`src/rtl/sim_run_ctrl.sv`:
```
// Simulation run controller: holds the core in reset, runs it against a cycle budget,
// and latches the end-of-test mailbox outcome (pass / fail / timeout) until restarted.
module sim_run_ctrl #(
  parameter int                RST_CYCLES  = 4,
  parameter int                MAX_CYCLES  = 100,
  parameter int                ADDR_W      = 32,
  parameter int                DATA_W      = 32,
  parameter logic [ADDR_W-1:0] TOHOST_ADDR = 32'h0000_1000,
  parameter int                LED_W       = 4,
  parameter int                CNT_W       = $clog2(MAX_CYCLES + 1)
) (
  input  logic              clk,
  input  logic              rst_n,
  input  logic              restart,
  input  logic              dmem_we,
  input  logic [ADDR_W-1:0] dmem_addr,
  input  logic [DATA_W-1:0] dmem_wdata,
  input  logic [LED_W-1:0]  led_in,
  output logic              core_rst,
  output logic              done,
  output logic              pass,
  output logic              fail,
  output logic              timeout,
  output logic [DATA_W-1:0] exit_code,
  output logic [CNT_W-1:0]  cycle_cnt,
  output logic [LED_W-1:0]  led_snap
);

  localparam int HOLD_W = (RST_CYCLES > 1) ? $clog2(RST_CYCLES) : 1;

  localparam logic [1:0] ST_HOLD = 2'd0;
  localparam logic [1:0] ST_RUN  = 2'd1;
  localparam logic [1:0] ST_END  = 2'd2;

  localparam logic [HOLD_W-1:0] HOLD_LAST = HOLD_W'(RST_CYCLES - 1);
  localparam logic [HOLD_W-1:0] HOLD_ONE  = HOLD_W'(32'd1);
  localparam logic [CNT_W-1:0]  CNT_LAST  = CNT_W'(MAX_CYCLES - 1);
  localparam logic [CNT_W-1:0]  CNT_MAX   = CNT_W'(MAX_CYCLES);
  localparam logic [CNT_W-1:0]  CNT_ONE   = CNT_W'(32'd1);
  localparam logic [DATA_W-1:0] DATA_ONE  = DATA_W'(32'd1);

  logic [1:0]        state_r;
  logic [HOLD_W-1:0] hold_cnt_r;

  logic [1:0]        state_s;
  logic [HOLD_W-1:0] hold_cnt_s;
  logic              core_rst_s;
  logic              done_s;
  logic              pass_s;
  logic              fail_s;
  logic              timeout_s;
  logic [DATA_W-1:0] exit_code_s;
  logic [CNT_W-1:0]  cycle_cnt_s;
  logic [LED_W-1:0]  led_snap_s;
  logic              hit_s;
  logic              go_hold_s;

  // A zero write is not a result; only non-zero stores to the mailbox end the run.
  assign hit_s = dmem_we && (dmem_addr == TOHOST_ADDR) && (dmem_wdata != {DATA_W{1'b0}});
  assign go_hold_s = restart && ((state_r == ST_RUN) || (state_r == ST_END));

  // Next-state and next-output computation for the hold/run/end sequencer.
  always_comb begin
    state_s     = state_r;
    hold_cnt_s  = hold_cnt_r;
    core_rst_s  = core_rst;
    done_s      = done;
    pass_s      = pass;
    fail_s      = fail;
    timeout_s   = timeout;
    exit_code_s = exit_code;
    cycle_cnt_s = cycle_cnt;
    led_snap_s  = led_snap;
    if (go_hold_s) begin
      state_s     = ST_HOLD;
      hold_cnt_s  = {HOLD_W{1'b0}};
      core_rst_s  = 1'b1;
      done_s      = 1'b0;
      pass_s      = 1'b0;
      fail_s      = 1'b0;
      timeout_s   = 1'b0;
      exit_code_s = {DATA_W{1'b0}};
      cycle_cnt_s = {CNT_W{1'b0}};
      led_snap_s  = {LED_W{1'b0}};
    end else begin
      case (state_r)
        ST_HOLD: begin
          core_rst_s = 1'b1;
          if (restart) begin
            hold_cnt_s = {HOLD_W{1'b0}};
          end else if (hold_cnt_r == HOLD_LAST) begin
            state_s    = ST_RUN;
            hold_cnt_s = {HOLD_W{1'b0}};
            core_rst_s = 1'b0;
          end else begin
            hold_cnt_s = hold_cnt_r + HOLD_ONE;
          end
        end
        ST_RUN: begin
          core_rst_s = 1'b0;
          // Mailbox hit outranks the timeout; cycle_cnt stays at the hit cycle.
          if (hit_s) begin
            state_s    = ST_END;
            core_rst_s = 1'b1;
            done_s     = 1'b1;
            led_snap_s = led_in;
            if (dmem_wdata == DATA_ONE) begin
              pass_s      = 1'b1;
              exit_code_s = {DATA_W{1'b0}};
            end else begin
              fail_s      = 1'b1;
              exit_code_s = dmem_wdata >> 1;
            end
          end else if (cycle_cnt == CNT_LAST) begin
            state_s     = ST_END;
            core_rst_s  = 1'b1;
            done_s      = 1'b1;
            timeout_s   = 1'b1;
            cycle_cnt_s = CNT_MAX;
            led_snap_s  = led_in;
          end else begin
            cycle_cnt_s = cycle_cnt + CNT_ONE;
          end
        end
        ST_END: begin
          core_rst_s = 1'b1;
        end
        default: begin
          state_s     = ST_HOLD;
          hold_cnt_s  = {HOLD_W{1'b0}};
          core_rst_s  = 1'b1;
          done_s      = 1'b0;
          pass_s      = 1'b0;
          fail_s      = 1'b0;
          timeout_s   = 1'b0;
          exit_code_s = {DATA_W{1'b0}};
          cycle_cnt_s = {CNT_W{1'b0}};
          led_snap_s  = {LED_W{1'b0}};
        end
      endcase
    end
  end

  // State and output registers; rst_n forces the full hold sequence to start over.
  always_ff @(posedge clk or negedge rst_n) begin
    if (!rst_n) begin
      state_r    <= ST_HOLD;
      hold_cnt_r <= {HOLD_W{1'b0}};
      core_rst   <= 1'b1;
      done       <= 1'b0;
      pass       <= 1'b0;
      fail       <= 1'b0;
      timeout    <= 1'b0;
      exit_code  <= {DATA_W{1'b0}};
      cycle_cnt  <= {CNT_W{1'b0}};
      led_snap   <= {LED_W{1'b0}};
    end else begin
      state_r    <= state_s;
      hold_cnt_r <= hold_cnt_s;
      core_rst   <= core_rst_s;
      done       <= done_s;
      pass       <= pass_s;
      fail       <= fail_s;
      timeout    <= timeout_s;
      exit_code  <= exit_code_s;
      cycle_cnt  <= cycle_cnt_s;
      led_snap   <= led_snap_s;
    end
  end

endmodule

```
`config.mk`:
```
export PLATFORM = sky130hd
export DESIGN_NAME = sim_run_ctrl
export DESIGN_NICKNAME = d
export VERILOG_FILES = /design/src/rtl/sim_run_ctrl.sv
export SDC_FILE = /design/constraint.sdc
export NUM_CORES = 1
export LEC_CHECK = 0
export CAP_MARGIN = 0
export CORE_ASPECT_RATIO = 0.9
export CORE_MARGIN = 10
export CORE_UTILIZATION = 46
export CTS_CLUSTER_DIAMETER = 80
export DETAILED_ROUTE_END_ITERATION = 10
export GPL_ROUTABILITY_DRIVEN = 0
export GPL_TIMING_DRIVEN = 0
export MAX_ROUTING_LAYER = met4
export PLACE_DENSITY_LB_ADDON = 0.15
export SYNTH_ARGS = -nofsm -noshare
export SYNTH_HDL_FRONTEND = slang
export SYNTH_SLANG_ARGS = --single-unit
```
`constraint.sdc`:
```
create_clock -name clk -period 6.1 [get_ports clk]
set_input_delay 0.61 -clock clk [delete_from_list [all_inputs] [get_ports clk]]
set_output_delay 0.61 -clock clk [all_outputs]
set_load 0.1 [all_outputs]
```
==> summary.md <==
| Metric | Value |
|---|---|
| Largest net degree at the start of global routing | 28 |
| Final hold violation count | 0 |
| DR iter-0 viols | 105 |
| YS warnings | 0 |
| Top FF cell, synth | dfrtp_1 |
| Minimum clock period | 2.88 ns |
| P per Cell Area | 507 mW/mm^2 |
| Final ANT Viol Nets | 0 |
| Share of cells above drive strength 1 | 14.3% |
| CP required | 6.34 ns |
| DR DRC count | 0 |
| MaxCap Viol Count | 0 |
| Worst setup EP type | register |
| Row cnt | 26 |
| Clk slew on worst S/H paths | 0.10 ns |
| # diodes | 0 |
| Crit share post-route | 47.2% |
| HP Class | primary input to async pin |
| Initial antenna violation count | 0 |
| CTS root buf | clkbuf_8 |
| CTS Buf Count | 5 |
| Post-layout net count | 447 |
| Initial Util | 48.1% |
| Leak | 1.90 nW |
| Asr flop ratio synth | 100% |
| Status | complete, no violations |
| Maximum buffer depth of the clock tree | 2 |
| Router iterations before antenna repair | 4 |
| Remaining global-route overflow | 0 |
| Worst path max stage delay | 0.52 ns |
| Setup Buffers After CTS | 0 |
| Commonest non-fill, non-tap cells in the layout | clkdlybuf4s50_1, dfrtp_1, and3_1 |
| Clock sink count | 51 |
| Worst path top cell family by delay | simple AND/OR/NAND/NOR gates |
| Fmax | 0.347 GHz |
| WP buf/inv | 2 |
| VDD IR-drop max | 0.000236 V |
| Routing usage on met2 | 28.2% |
| Worst clock skew | 0.00707 ns |
| Synth Instances | 244 |
| Final Max Tran Viols | 0 |
| Later-pin clock latency in the skew report | 0.31 ns |
| Tightest Pin Transition | 1.01 ns |
| Sequential element share of the synthesized area | 45.9% |
| Worst slew margin relative to its limit | 32.2% |
| PortBufs | 118 |
| Htree depth | 2 |
| Register bit total from synthesis | 51 |
| Die Footprint | 0.00957 sq mm |
| Die Width | 102 microns |
| Critical Path AT | 3.13 ns |
| Via count | 2524 |
| Crit path cell chain | clkdlybuf4s50_1 > nor4_1 > nand4_1 > nor3_2 > nor2_4 > buf_4 > o31ai_1 > a32o_1 |
| Routing usage on met3 | 4.05% |
| Routed wire length | 8410 microns |
| CP max FO | 10 |
| Post-DR wirelength/cell | 19.1 microns |
| CTS tree | built |
| Gr busiest metal | met2 |
| First-pass GRT wire length | 13900 microns |
| Die Y | 93.8 microns |
| WS Path Type | primary input to register |
| Post-DP HPWL | 6600 microns |
| Syn Std Cell Area | 0.00278 sq mm |
| Final TNS setup | 0 ns |
| DR vias/cell | 5.72 |
| Worst Setup SP | dmem_wdata[13] |
| Synth cell types | 48 |
| DP Area | 0.00407 sq mm |
| Overall Global Routing Usage | 18.5% |
| Layout overhead on the synthesized area | 50.9% |
| Slowest-stage cell, CP | o31ai_1 |
| Hold_buf cts | 0 |
| Number of synthesized flops with an enable pin | 0 |
| I/O pin cnt | 120 |
| Fillers | 429 |
| Leading cell type in the layout, fill and taps excluded | clkdlybuf4s50_1 |
| Unrepaired setup endpoints after global routing | no |
| Synthesized Nets | 321 |
| Worst r2r src | state_r[1] |
| Core Region | 0.00579 sq mm |
| # resized after CTS | 0 |
| Mapped Avg Cell Area | 11.4 sq um |
| Crit path launch type | primary input |
| Fin area | 0.00420 sq mm |
| Vias in the first global route | 2744 |
| Global routing usage on met1 | 24.3% |
| Setup violators final | 0 |
## layer usage
layer / wire [microns] / vias to the layer above
li1: - / 1178
met1: 3890 / 1199
met2: 3790 / 133
met3: 598 / 14
met4: 135 / 0
met5: 0 / -
## power by group
part           total [mW]  switching (mW)  leakage, nW  internal (mW)
logic                1.36           0.902         1.16          0.461
clock network       0.280           0.116       0.0654          0.164
registers           0.486          0.0572        0.678          0.428
total                2.13            1.08         1.90           1.05
## flip-flops by register name, summed over array words and instances (netlist names)
name        cells
done            1
timeout         1
pass            1
exit_code      31
state_r         2
cycle_cnt       7
core_rst        1
fail            1
led_snap        4
hold_cnt_r      2
## final cells by class
class                      count  area, sq um  area share, %
tap                           70         87.6           2.09
clock inverter                 2         60.1           1.43
timing repair buffer         119         1200           28.5
multi-input combinational    175         1410           33.5
clock buffer                   6         72.6           1.73
inverter                       3         11.3          0.268
buffer                        15         87.6           2.09
sequential                    51         1280           30.4
## kinds of logic after synthesis
family	Yosys count	share of synthesized area, %
mux	33	17.1
other cells	1	0.135
simple gates	99	20.6
flops	51	45.9
xor+xnor	2	0.629
compound gates	35	9.80
fa+ha+maj	5	2.25
buf+inv	18	3.55
## Yosys cell counts (2+ instances only)
cell type / instances / area, sq um
mux2_2: 5 / 56.3
nand3b_1: 2 / 15.0
ha_1: 5 / 62.6
dfrtp_1: 50 / 1250
a21oi_1: 4 / 20.0
o22a_1: 3 / 26.3
a32o_1: 4 / 40.0
o211a_1: 2 / 20.0
nor2_1: 8 / 30.0
o21ai_0: 4 / 20.0
o31ai_1: 2 / 15.0
or4_1: 3 / 22.5
and3_1: 31 / 194
buf_6: 3 / 33.8
clkbuf_1: 9 / 33.8
nor3_1: 6 / 30.0
mux2_4: 28 / 420
nor2b_1: 2 / 12.5
nand2_1: 14 / 52.6
or3_1: 2 / 12.5
buf_4: 2 / 15.0
inv_1: 3 / 11.3
nand4_1: 3 / 18.8
a31oi_1: 3 / 18.8
o211ai_1: 5 / 37.5
nor4b_1: 2 / 17.5
nand3_1: 5 / 25.0
nor4_1: 14 / 87.6
## through the flow
stage	setup slack [ns]	instances	total power, mW	utilization (%)	hold slack, ns
detailed placement	2.91	433	1.85	70.2	0.485
finish	3.22	441	2.13	72.5	0.305
global route	2.97	441	2.22	72.5	0.355
floorplan	3.59	244	1.53	-	0.314
global placement	2.90	432	1.83	70.0	0.474
CTS	3.24	441	2.14	72.5	0.323
## worst paths after layout
check                                endpoint  slack [ns]  cells after the start
worst max-delay path              led_snap[1]        3.22                      8
min in group clk                         fail        0.50                      1
worst min-delay path            exit_code[17]        0.31                      1
worst max register to register  exit_code[27]        3.57                      9
max in group asynchronous        cycle_cnt[2]        5.23                      2
worst min register to register           fail        0.50                      1
No activity file was read; power rests on OpenSTA's default activity.
